===== src/rtl/mode7_scanline_scheduler_if.sv =====
// rtl/mode7_scanline_scheduler_if.sv - frame/line control, corner and result bundle for the mode-7 scanline scheduler
interface mode7_scanline_scheduler_if #(
    parameter int CORNER_W = 29
);
    logic                       frame_start;
    logic signed [CORNER_W-1:0] a_u, a_v, b_u, b_v, c_u, c_v, d_u, d_v;
    logic                       line_req;
    logic [9:0]                 line_y;
    logic [7:0]                 recip_n;
    logic [16:0]                recip_val;
    logic signed [35:0]         left_u, left_v;
    logic signed [32:0]         u_stride, v_stride;
    logic                       busy;
    logic                       line_done;
    logic                       overrun;

    modport master (
        output frame_start, a_u, a_v, b_u, b_v, c_u, c_v, d_u, d_v,
        output line_req, line_y, recip_val,
        input  recip_n, left_u, left_v, u_stride, v_stride, busy, line_done, overrun
    );

    modport slave (
        input  frame_start, a_u, a_v, b_u, b_v, c_u, c_v, d_u, d_v,
        input  line_req, line_y, recip_val,
        output recip_n, left_u, left_v, u_stride, v_stride, busy, line_done, overrun
    );
endinterface


===== src/rtl/mode7_scanline_scheduler.sv =====
// rtl/mode7_scanline_scheduler.sv - per-scanline mode-7 floor edge/stride sequencer on one shared multiplier
module mode7_scanline_scheduler #(
    parameter int HORIZON_Y  = 240,
    parameter int STRIDE_MUL = 102,
    parameter int CORNER_W   = 29
) (
    input  logic                        clk_i,
    input  logic                        resetn_i,
    mode7_scanline_scheduler_if.slave   bus
);
    localparam logic [9:0] HY = 10'(HORIZON_Y);

    typedef enum logic [3:0] {
        S_IDLE, S_FETCH, S_WAIT, S_M_LU, S_M_LV, S_M_RU, S_M_RV, S_M_SU, S_M_SV, S_DONE
    } state_t;

    state_t                     state_q;
    logic signed [CORNER_W-1:0] sh_q [8];   // a_u a_v b_u b_v c_u c_v d_u d_v
    logic [16:0]                recip_q;
    logic signed [48:0]         prod_q;
    logic signed [35:0]         wl_u_q, wl_v_q, wr_u_q, wr_v_q;
    logic signed [32:0]         su_q;
    logic [7:0]                 recip_n_q;
    logic signed [35:0]         left_u_q, left_v_q;
    logic signed [32:0]         u_stride_q, v_stride_q;
    logic                       busy_q, line_done_q, overrun_q;

    logic signed [CORNER_W-1:0] far_c, near_c;
    logic signed [CORNER_W:0]   ediff;
    logic signed [36:0]         mul_a;
    logic signed [17:0]         mul_b;
    logic signed [48:0]         mul_p;

    function automatic logic signed [35:0] sext36(input logic signed [CORNER_W-1:0] x);
        return {{(36-CORNER_W){x[CORNER_W-1]}}, x};
    endfunction

    // The single multiplier: edge states scale a coarse corner delta by 1/(y-H), stride states scale the span.
    always_comb begin
        far_c  = '0;
        near_c = '0;
        mul_a  = '0;
        mul_b  = '0;
        case (state_q)
            S_M_LU:  begin far_c = sh_q[0]; near_c = sh_q[4]; end
            S_M_LV:  begin far_c = sh_q[1]; near_c = sh_q[5]; end
            S_M_RU:  begin far_c = sh_q[2]; near_c = sh_q[6]; end
            S_M_RV:  begin far_c = sh_q[3]; near_c = sh_q[7]; end
            default: ;
        endcase
        ediff = {far_c[CORNER_W-1], far_c} - {near_c[CORNER_W-1], near_c};
        case (state_q)
            S_M_LU, S_M_LV, S_M_RU, S_M_RV: begin
                mul_a = {{(36-CORNER_W){ediff[CORNER_W]}}, ediff >>> 16};
                mul_b = {1'b0, recip_q};
            end
            S_M_SU: begin
                mul_a = {wr_u_q[35], wr_u_q} - {wl_u_q[35], wl_u_q};
                mul_b = 18'(STRIDE_MUL);
            end
            S_M_SV: begin
                mul_a = {wr_v_q[35], wr_v_q} - {wl_v_q[35], wl_v_q};
                mul_b = 18'(STRIDE_MUL);
            end
            default: ;
        endcase
        mul_p = 49'(mul_a * mul_b);
    end

    always_ff @(posedge clk_i or negedge resetn_i) begin
        if (!resetn_i) begin
            state_q     <= S_IDLE;
            for (int i = 0; i < 8; i++) sh_q[i] <= '0;
            recip_q     <= '0;
            prod_q      <= '0;
            wl_u_q      <= '0;
            wl_v_q      <= '0;
            wr_u_q      <= '0;
            wr_v_q      <= '0;
            su_q        <= '0;
            recip_n_q   <= '0;
            left_u_q    <= '0;
            left_v_q    <= '0;
            u_stride_q  <= '0;
            v_stride_q  <= '0;
            busy_q      <= 1'b0;
            line_done_q <= 1'b0;
            overrun_q   <= 1'b0;
        end else begin
            line_done_q <= 1'b0;
            if (bus.frame_start) begin
                // Snapshot wins over everything: abort any line in flight, drop a coincident request.
                sh_q[0]   <= bus.a_u;
                sh_q[1]   <= bus.a_v;
                sh_q[2]   <= bus.b_u;
                sh_q[3]   <= bus.b_v;
                sh_q[4]   <= bus.c_u;
                sh_q[5]   <= bus.c_v;
                sh_q[6]   <= bus.d_u;
                sh_q[7]   <= bus.d_v;
                overrun_q <= 1'b0;
                busy_q    <= 1'b0;
                state_q   <= S_IDLE;
            end else begin
                if (bus.line_req && state_q != S_IDLE) overrun_q <= 1'b1;
                case (state_q)
                    S_IDLE: begin
                        if (bus.line_req) begin
                            if (bus.line_y >= HY) begin
                                recip_n_q <= 8'(bus.line_y - HY);
                                busy_q    <= 1'b1;
                                state_q   <= S_FETCH;
                            end else begin
                                line_done_q <= 1'b1;
                            end
                        end
                    end
                    S_FETCH: state_q <= S_WAIT;
                    S_WAIT: begin
                        recip_q <= bus.recip_val;
                        state_q <= S_M_LU;
                    end
                    S_M_LU: begin
                        prod_q  <= mul_p;
                        state_q <= S_M_LV;
                    end
                    S_M_LV: begin
                        wl_u_q  <= sext36(sh_q[4]) + prod_q[35:0];
                        prod_q  <= mul_p;
                        state_q <= S_M_RU;
                    end
                    S_M_RU: begin
                        wl_v_q  <= sext36(sh_q[5]) + prod_q[35:0];
                        prod_q  <= mul_p;
                        state_q <= S_M_RV;
                    end
                    S_M_RV: begin
                        wr_u_q  <= sext36(sh_q[6]) + prod_q[35:0];
                        prod_q  <= mul_p;
                        state_q <= S_M_SU;
                    end
                    S_M_SU: begin
                        wr_v_q  <= sext36(sh_q[7]) + prod_q[35:0];
                        prod_q  <= mul_p;
                        state_q <= S_M_SV;
                    end
                    S_M_SV: begin
                        su_q    <= prod_q[48:16];
                        prod_q  <= mul_p;
                        state_q <= S_DONE;
                    end
                    S_DONE: begin
                        left_u_q    <= wl_u_q;
                        left_v_q    <= wl_v_q;
                        u_stride_q  <= su_q;
                        v_stride_q  <= prod_q[48:16];
                        line_done_q <= 1'b1;
                        busy_q      <= 1'b0;
                        state_q     <= S_IDLE;
                    end
                    default: state_q <= S_IDLE;
                endcase
            end
        end
    end

    assign bus.recip_n   = recip_n_q;
    assign bus.left_u    = left_u_q;
    assign bus.left_v    = left_v_q;
    assign bus.u_stride  = u_stride_q;
    assign bus.v_stride  = v_stride_q;
    assign bus.busy      = busy_q;
    assign bus.line_done = line_done_q;
    assign bus.overrun   = overrun_q;
endmodule


===== src/flat_wrapper.sv =====
// flat-port wrapper written by rule: the top's interface ports become plain ports
module mode7_scanline_scheduler_flat 
#(
    parameter int HORIZON_Y  = 240,
    parameter int STRIDE_MUL = 102,
    parameter int CORNER_W   = 29
)
  (clk_i, resetn_i, bus_frame_start, bus_a_u, bus_a_v, bus_b_u, bus_b_v, bus_c_u, bus_c_v, bus_d_u, bus_d_v, bus_line_req, bus_line_y, bus_recip_val, bus_recip_n, bus_left_u, bus_left_v, bus_u_stride, bus_v_stride, bus_busy, bus_line_done, bus_overrun);
  mode7_scanline_scheduler_if #(.CORNER_W(CORNER_W)) bus_i ();
  input  logic clk_i;
  input  logic resetn_i;
  input wire logic [$bits(bus_i.frame_start)-1:0] bus_frame_start;
  input wire logic [$bits(bus_i.a_u)-1:0] bus_a_u;
  input wire logic [$bits(bus_i.a_v)-1:0] bus_a_v;
  input wire logic [$bits(bus_i.b_u)-1:0] bus_b_u;
  input wire logic [$bits(bus_i.b_v)-1:0] bus_b_v;
  input wire logic [$bits(bus_i.c_u)-1:0] bus_c_u;
  input wire logic [$bits(bus_i.c_v)-1:0] bus_c_v;
  input wire logic [$bits(bus_i.d_u)-1:0] bus_d_u;
  input wire logic [$bits(bus_i.d_v)-1:0] bus_d_v;
  input wire logic [$bits(bus_i.line_req)-1:0] bus_line_req;
  input wire logic [$bits(bus_i.line_y)-1:0] bus_line_y;
  input wire logic [$bits(bus_i.recip_val)-1:0] bus_recip_val;
  output wire logic [$bits(bus_i.recip_n)-1:0] bus_recip_n;
  output wire logic [$bits(bus_i.left_u)-1:0] bus_left_u;
  output wire logic [$bits(bus_i.left_v)-1:0] bus_left_v;
  output wire logic [$bits(bus_i.u_stride)-1:0] bus_u_stride;
  output wire logic [$bits(bus_i.v_stride)-1:0] bus_v_stride;
  output wire logic [$bits(bus_i.busy)-1:0] bus_busy;
  output wire logic [$bits(bus_i.line_done)-1:0] bus_line_done;
  output wire logic [$bits(bus_i.overrun)-1:0] bus_overrun;
  assign bus_i.frame_start = bus_frame_start;
  assign bus_i.a_u = bus_a_u;
  assign bus_i.a_v = bus_a_v;
  assign bus_i.b_u = bus_b_u;
  assign bus_i.b_v = bus_b_v;
  assign bus_i.c_u = bus_c_u;
  assign bus_i.c_v = bus_c_v;
  assign bus_i.d_u = bus_d_u;
  assign bus_i.d_v = bus_d_v;
  assign bus_i.line_req = bus_line_req;
  assign bus_i.line_y = bus_line_y;
  assign bus_i.recip_val = bus_recip_val;
  assign bus_recip_n = bus_i.recip_n;
  assign bus_left_u = bus_i.left_u;
  assign bus_left_v = bus_i.left_v;
  assign bus_u_stride = bus_i.u_stride;
  assign bus_v_stride = bus_i.v_stride;
  assign bus_busy = bus_i.busy;
  assign bus_line_done = bus_i.line_done;
  assign bus_overrun = bus_i.overrun;
  mode7_scanline_scheduler #(.HORIZON_Y(HORIZON_Y), .STRIDE_MUL(STRIDE_MUL), .CORNER_W(CORNER_W)) u_core (.clk_i(clk_i), .resetn_i(resetn_i), .bus(bus_i));
endmodule

===== config.mk =====
export PLATFORM = sky130hd
export DESIGN_NAME = mode7_scanline_scheduler_flat
export DESIGN_NICKNAME = d
export VERILOG_FILES = /design/src/rtl/mode7_scanline_scheduler_if.sv /design/src/rtl/mode7_scanline_scheduler.sv /design/src/flat_wrapper.sv
export SDC_FILE = /design/constraint.sdc
export NUM_CORES = 2
export LEC_CHECK = 0
export ABC_AREA = 1
export ABC_CLOCK_PERIOD_IN_PS = 9150
export CORE_MARGIN = 4
export CORE_UTILIZATION = 50
export CTS_BUF_LIST = sky130_fd_sc_hd__clkbuf_8 sky130_fd_sc_hd__clkbuf_16
export DETAILED_ROUTE_END_ITERATION = 8
export PLACE_DENSITY_LB_ADDON = 0.3
export SKIP_CTS_REPAIR_TIMING = 1
export SYNTH_ARGS = -nofsm -noshare
export SYNTH_HDL_FRONTEND = slang
export SYNTH_SLANG_ARGS = --single-unit

===== constraint.sdc =====
create_clock -name clk_i -period 9.15 [get_ports clk_i]
set_input_delay 1.83 -clock clk_i [delete_from_list [all_inputs] [get_ports clk_i]]
set_output_delay 1.83 -clock clk_i [all_outputs]
set_load 0.005 [all_outputs]

==> results.cfg <==
[critical_path]
cp.required_ns = 9.66
cp_max_fo = 11
max_stage_delay_ns = 0.52
worstSetupEndpointType = flip-flop
critPathLaunchType = flip-flop
critical-path-slowest-cell = fa_1
crit_type = flip-flop to flip-flop
cp.arrival_ns = 9.45

[cts]
htree_levels = 3
root_buffer = clkbuf_16
clock_latency_ns = 0.68
clock_sink_count = 628
cts_buffers = 73
cts_tree = done
cts_buffer_depth = 3
path_clk_slew_ns = 0.06

[yosys]
synth_top_cell_by_area = dfrtp_1
post-synth-top-count-cell = nand2_1
syn_inst = 7054
syn-cell-area_um2 = 56100
ys_async_sr_fraction_pct = 100
yosys-top-cells-count = nand2_1 (1634), inv_1 (1361), dfrtp_1 (628), o21ai_0 (587), fa_1 (555)
yosysSeqAreaShare_pct = 28.0
synth_area_leaders = dfrtp_1 (28%), fa_1 (20%), nand2_1 (11%)
syn_area_per_cell_um2 = 7.95
synth_edf_count = 0
synth_seq_cells = 628
synth.distinct_cells = 56
yosysWarnings = 0
synth_top_area_share_pct = 28.0
ys.flop_type = dfrtp_1
synth_nets = 8228

[place]
dp_hpwl_um = 158000
place_congestion = 0.997
place_area_um2 = 64100
port_buffers = 411

[timing]
relSlewSlack_pct = 24.4
final_max_slew_viol_count = 0
worst_pin_slew_ns = 1.13
max_freq_ghz = 0.112
rsz0062_at_grt = yes
fin_worst_skew_ns = 0.0416
finalHoldViolCount = 0
fin_tns_setup_ns = 0
final-setup-viol-count = 0
min_period_ns = 8.94
fin_crit_sh_pct = 97.7

[global_routing]
overflow = 0
grt_pass1_vias = 50100
grt_max_degree = 128
antenna_found_initial = 4
grt.total_usage_pct = 32.5
grt_pass1_wl_um = 293000

[floorplanning]
die_y_um = 343
pin_count = 412
coreArea_um2 = 111000
initial_core_util_pct = 50.6
dieArea_um2 = 118000
rows = 122
fp.dieW_um = 343

[worst_hold_path]
hp-class = flip-flop to flip-flop

[route]
vias = 50300
first_pass_iters = 8
drtIter0Drc = 4245
wire_per_inst_um = 20.9
wl_um = 193000
vias_per_cell = 5.44
ant_nets = 0
drc = 0

[cells_and_area]
fillers = 9855
nets = 8870
drive_gt1_share_pct = 10.5
multiInputGateArea_um2 = 35300
synthToLayoutAreaGrowth_pct = 21.1
fin_area_um2 = 67900
regArea_um2 = 15700

[flow_run]
maxCapViolations = 0

[power]
peakVddDrop_uv = 154
p_leak_uw = 0.0343
power_density_nw_per_um2 = 175

[outcome]
status = finished, final reports clean
final timing paths:
| kind | startpoint | end | slack [ns] | cells past startpoint |
|---|---|---|---|---|
| worst max-delay path | u_core.state_q[0] | u_core.prod_q[28] | 0.21 | 43 |
| max in group asynchronous | resetn_i | u_core.bus.u_stride[8] | 5.94 | 3 |
| worst min register to register | u_core.sh_q[162] | u_core.sh_q[162] | 0.48 | 2 |
| worst min-delay path | u_core.sh_q[162] | u_core.sh_q[162] | 0.48 | 2 |
| min in group asynchronous | resetn_i | u_core.recip_q[8] | 1.15 | 1 |
| worst max register to register | u_core.state_q[0] | u_core.prod_q[28] | 0.21 | 43 |
worst max-delay path, delay by kind of cell, from the launching register on:
family          cells  cell delay (ns)
xor+xnor            2             0.44
flops               1             0.42
fa+ha+maj           8             3.55
buf+inv            14             1.55
simple gates        5             0.54
compound gates     14             2.25
flip-flops by register name, indices dropped and copies added, names as in the netlist:
register,flops
u_core.wl_u_q,36
u_core.prod_q,49
u_core.wr_u_q,36
u_core.bus.busy,1
u_core.bus.overrun,1
u_core.bus.left_u,36
u_core.bus.line_done,1
u_core.bus.left_v,36
u_core.bus.u_stride,33
u_core.state_q,4
u_core.wr_v_q,36
u_core.bus.v_stride,33
u_core.su_q,33
u_core.wl_v_q,36
u_core.sh_q,232
u_core.recip_q,17
u_core.bus.recip_n,8
per-layer routing:
metal  share of wire (%)  global-route usage (%)  vias up
met5                   0                       0        -
met4                 5.4                    14.2        0
met3                 7.6                    5.46      444
met2                  45                    52.1     2015
met1                  41                    43.8    24400
li1                    -                       -    23400
power breakdown:
part	switching, uW	internal (uW)	total, uW
combinational	3300	1920	5220
sequential	443	3200	3640
clock	1300	1740	3050
layout make-up:
type	count	share of cell area, %
multi-input cells	4819	51.9
clock buffers	90	3.05
inverters	1378	7.63
repair buffers	796	10.9
clock inverters	45	0.643
diodes	3	0.0110
flip-flops and latches	628	23.1
well taps	1488	2.74
layout by cell type (no fill, tap or decap), types with 19 or more instances in the layout:
cell and instances:
a21o_1 19, a21oi_1 367, a21oi_2 25, a221o_1 28, a31oi_1 43, buf_4 347
clkbuf_16 78, clkdlybuf4s50_1 409, dfrtp_1 626, fa_1 547, ha_1 331, ha_4 22
inv_1 1366, mux2_2 50, nand2_1 1617, nand2_2 19, nand3_1 174, nor2_1 423
nor3_1 32, o21a_1 30, o21ai_0 562, o21ai_1 39, o22ai_1 57, or2_2 58
xnor2_1 73, xor2_1 65
cell families after synthesis:
kind of cell / after synthesis / synth area share, %
buffers and inverters: 1607 / 10.8
adder cells (fa/ha/maj): 911 / 27.7
AO/OA/AOI/OAI: 1304 / 13.0
multiplexers: 50 / 1.00
flip-flops: 628 / 28.0
AND/OR/NAND/NOR: 2416 / 17.3
XOR/XNOR: 138 / 2.15
through the flow:
| step | hold WS [ns] | power [uW] | util, % | setup WS [ns] | instances |
|---|---|---|---|---|---|
| after global placement | 0.456 | 8580 | 57.7 | -0.561 | 9083 |
| after CTS | 0.476 | 11700 | 60.0 | -0.750 | 9218 |
| after detailed placement | 0.462 | 8640 | 57.7 | -0.682 | 9083 |
| after global routing | 0.501 | 12600 | 61.2 | -0.208 | 9244 |
| after floorplan | 0.442 | 6710 | - | 0.468 | 7054 |
| final | 0.476 | 11900 | 61.2 | 0.206 | 9247 |
Note: power is estimated with default switching activity, not from simulation.
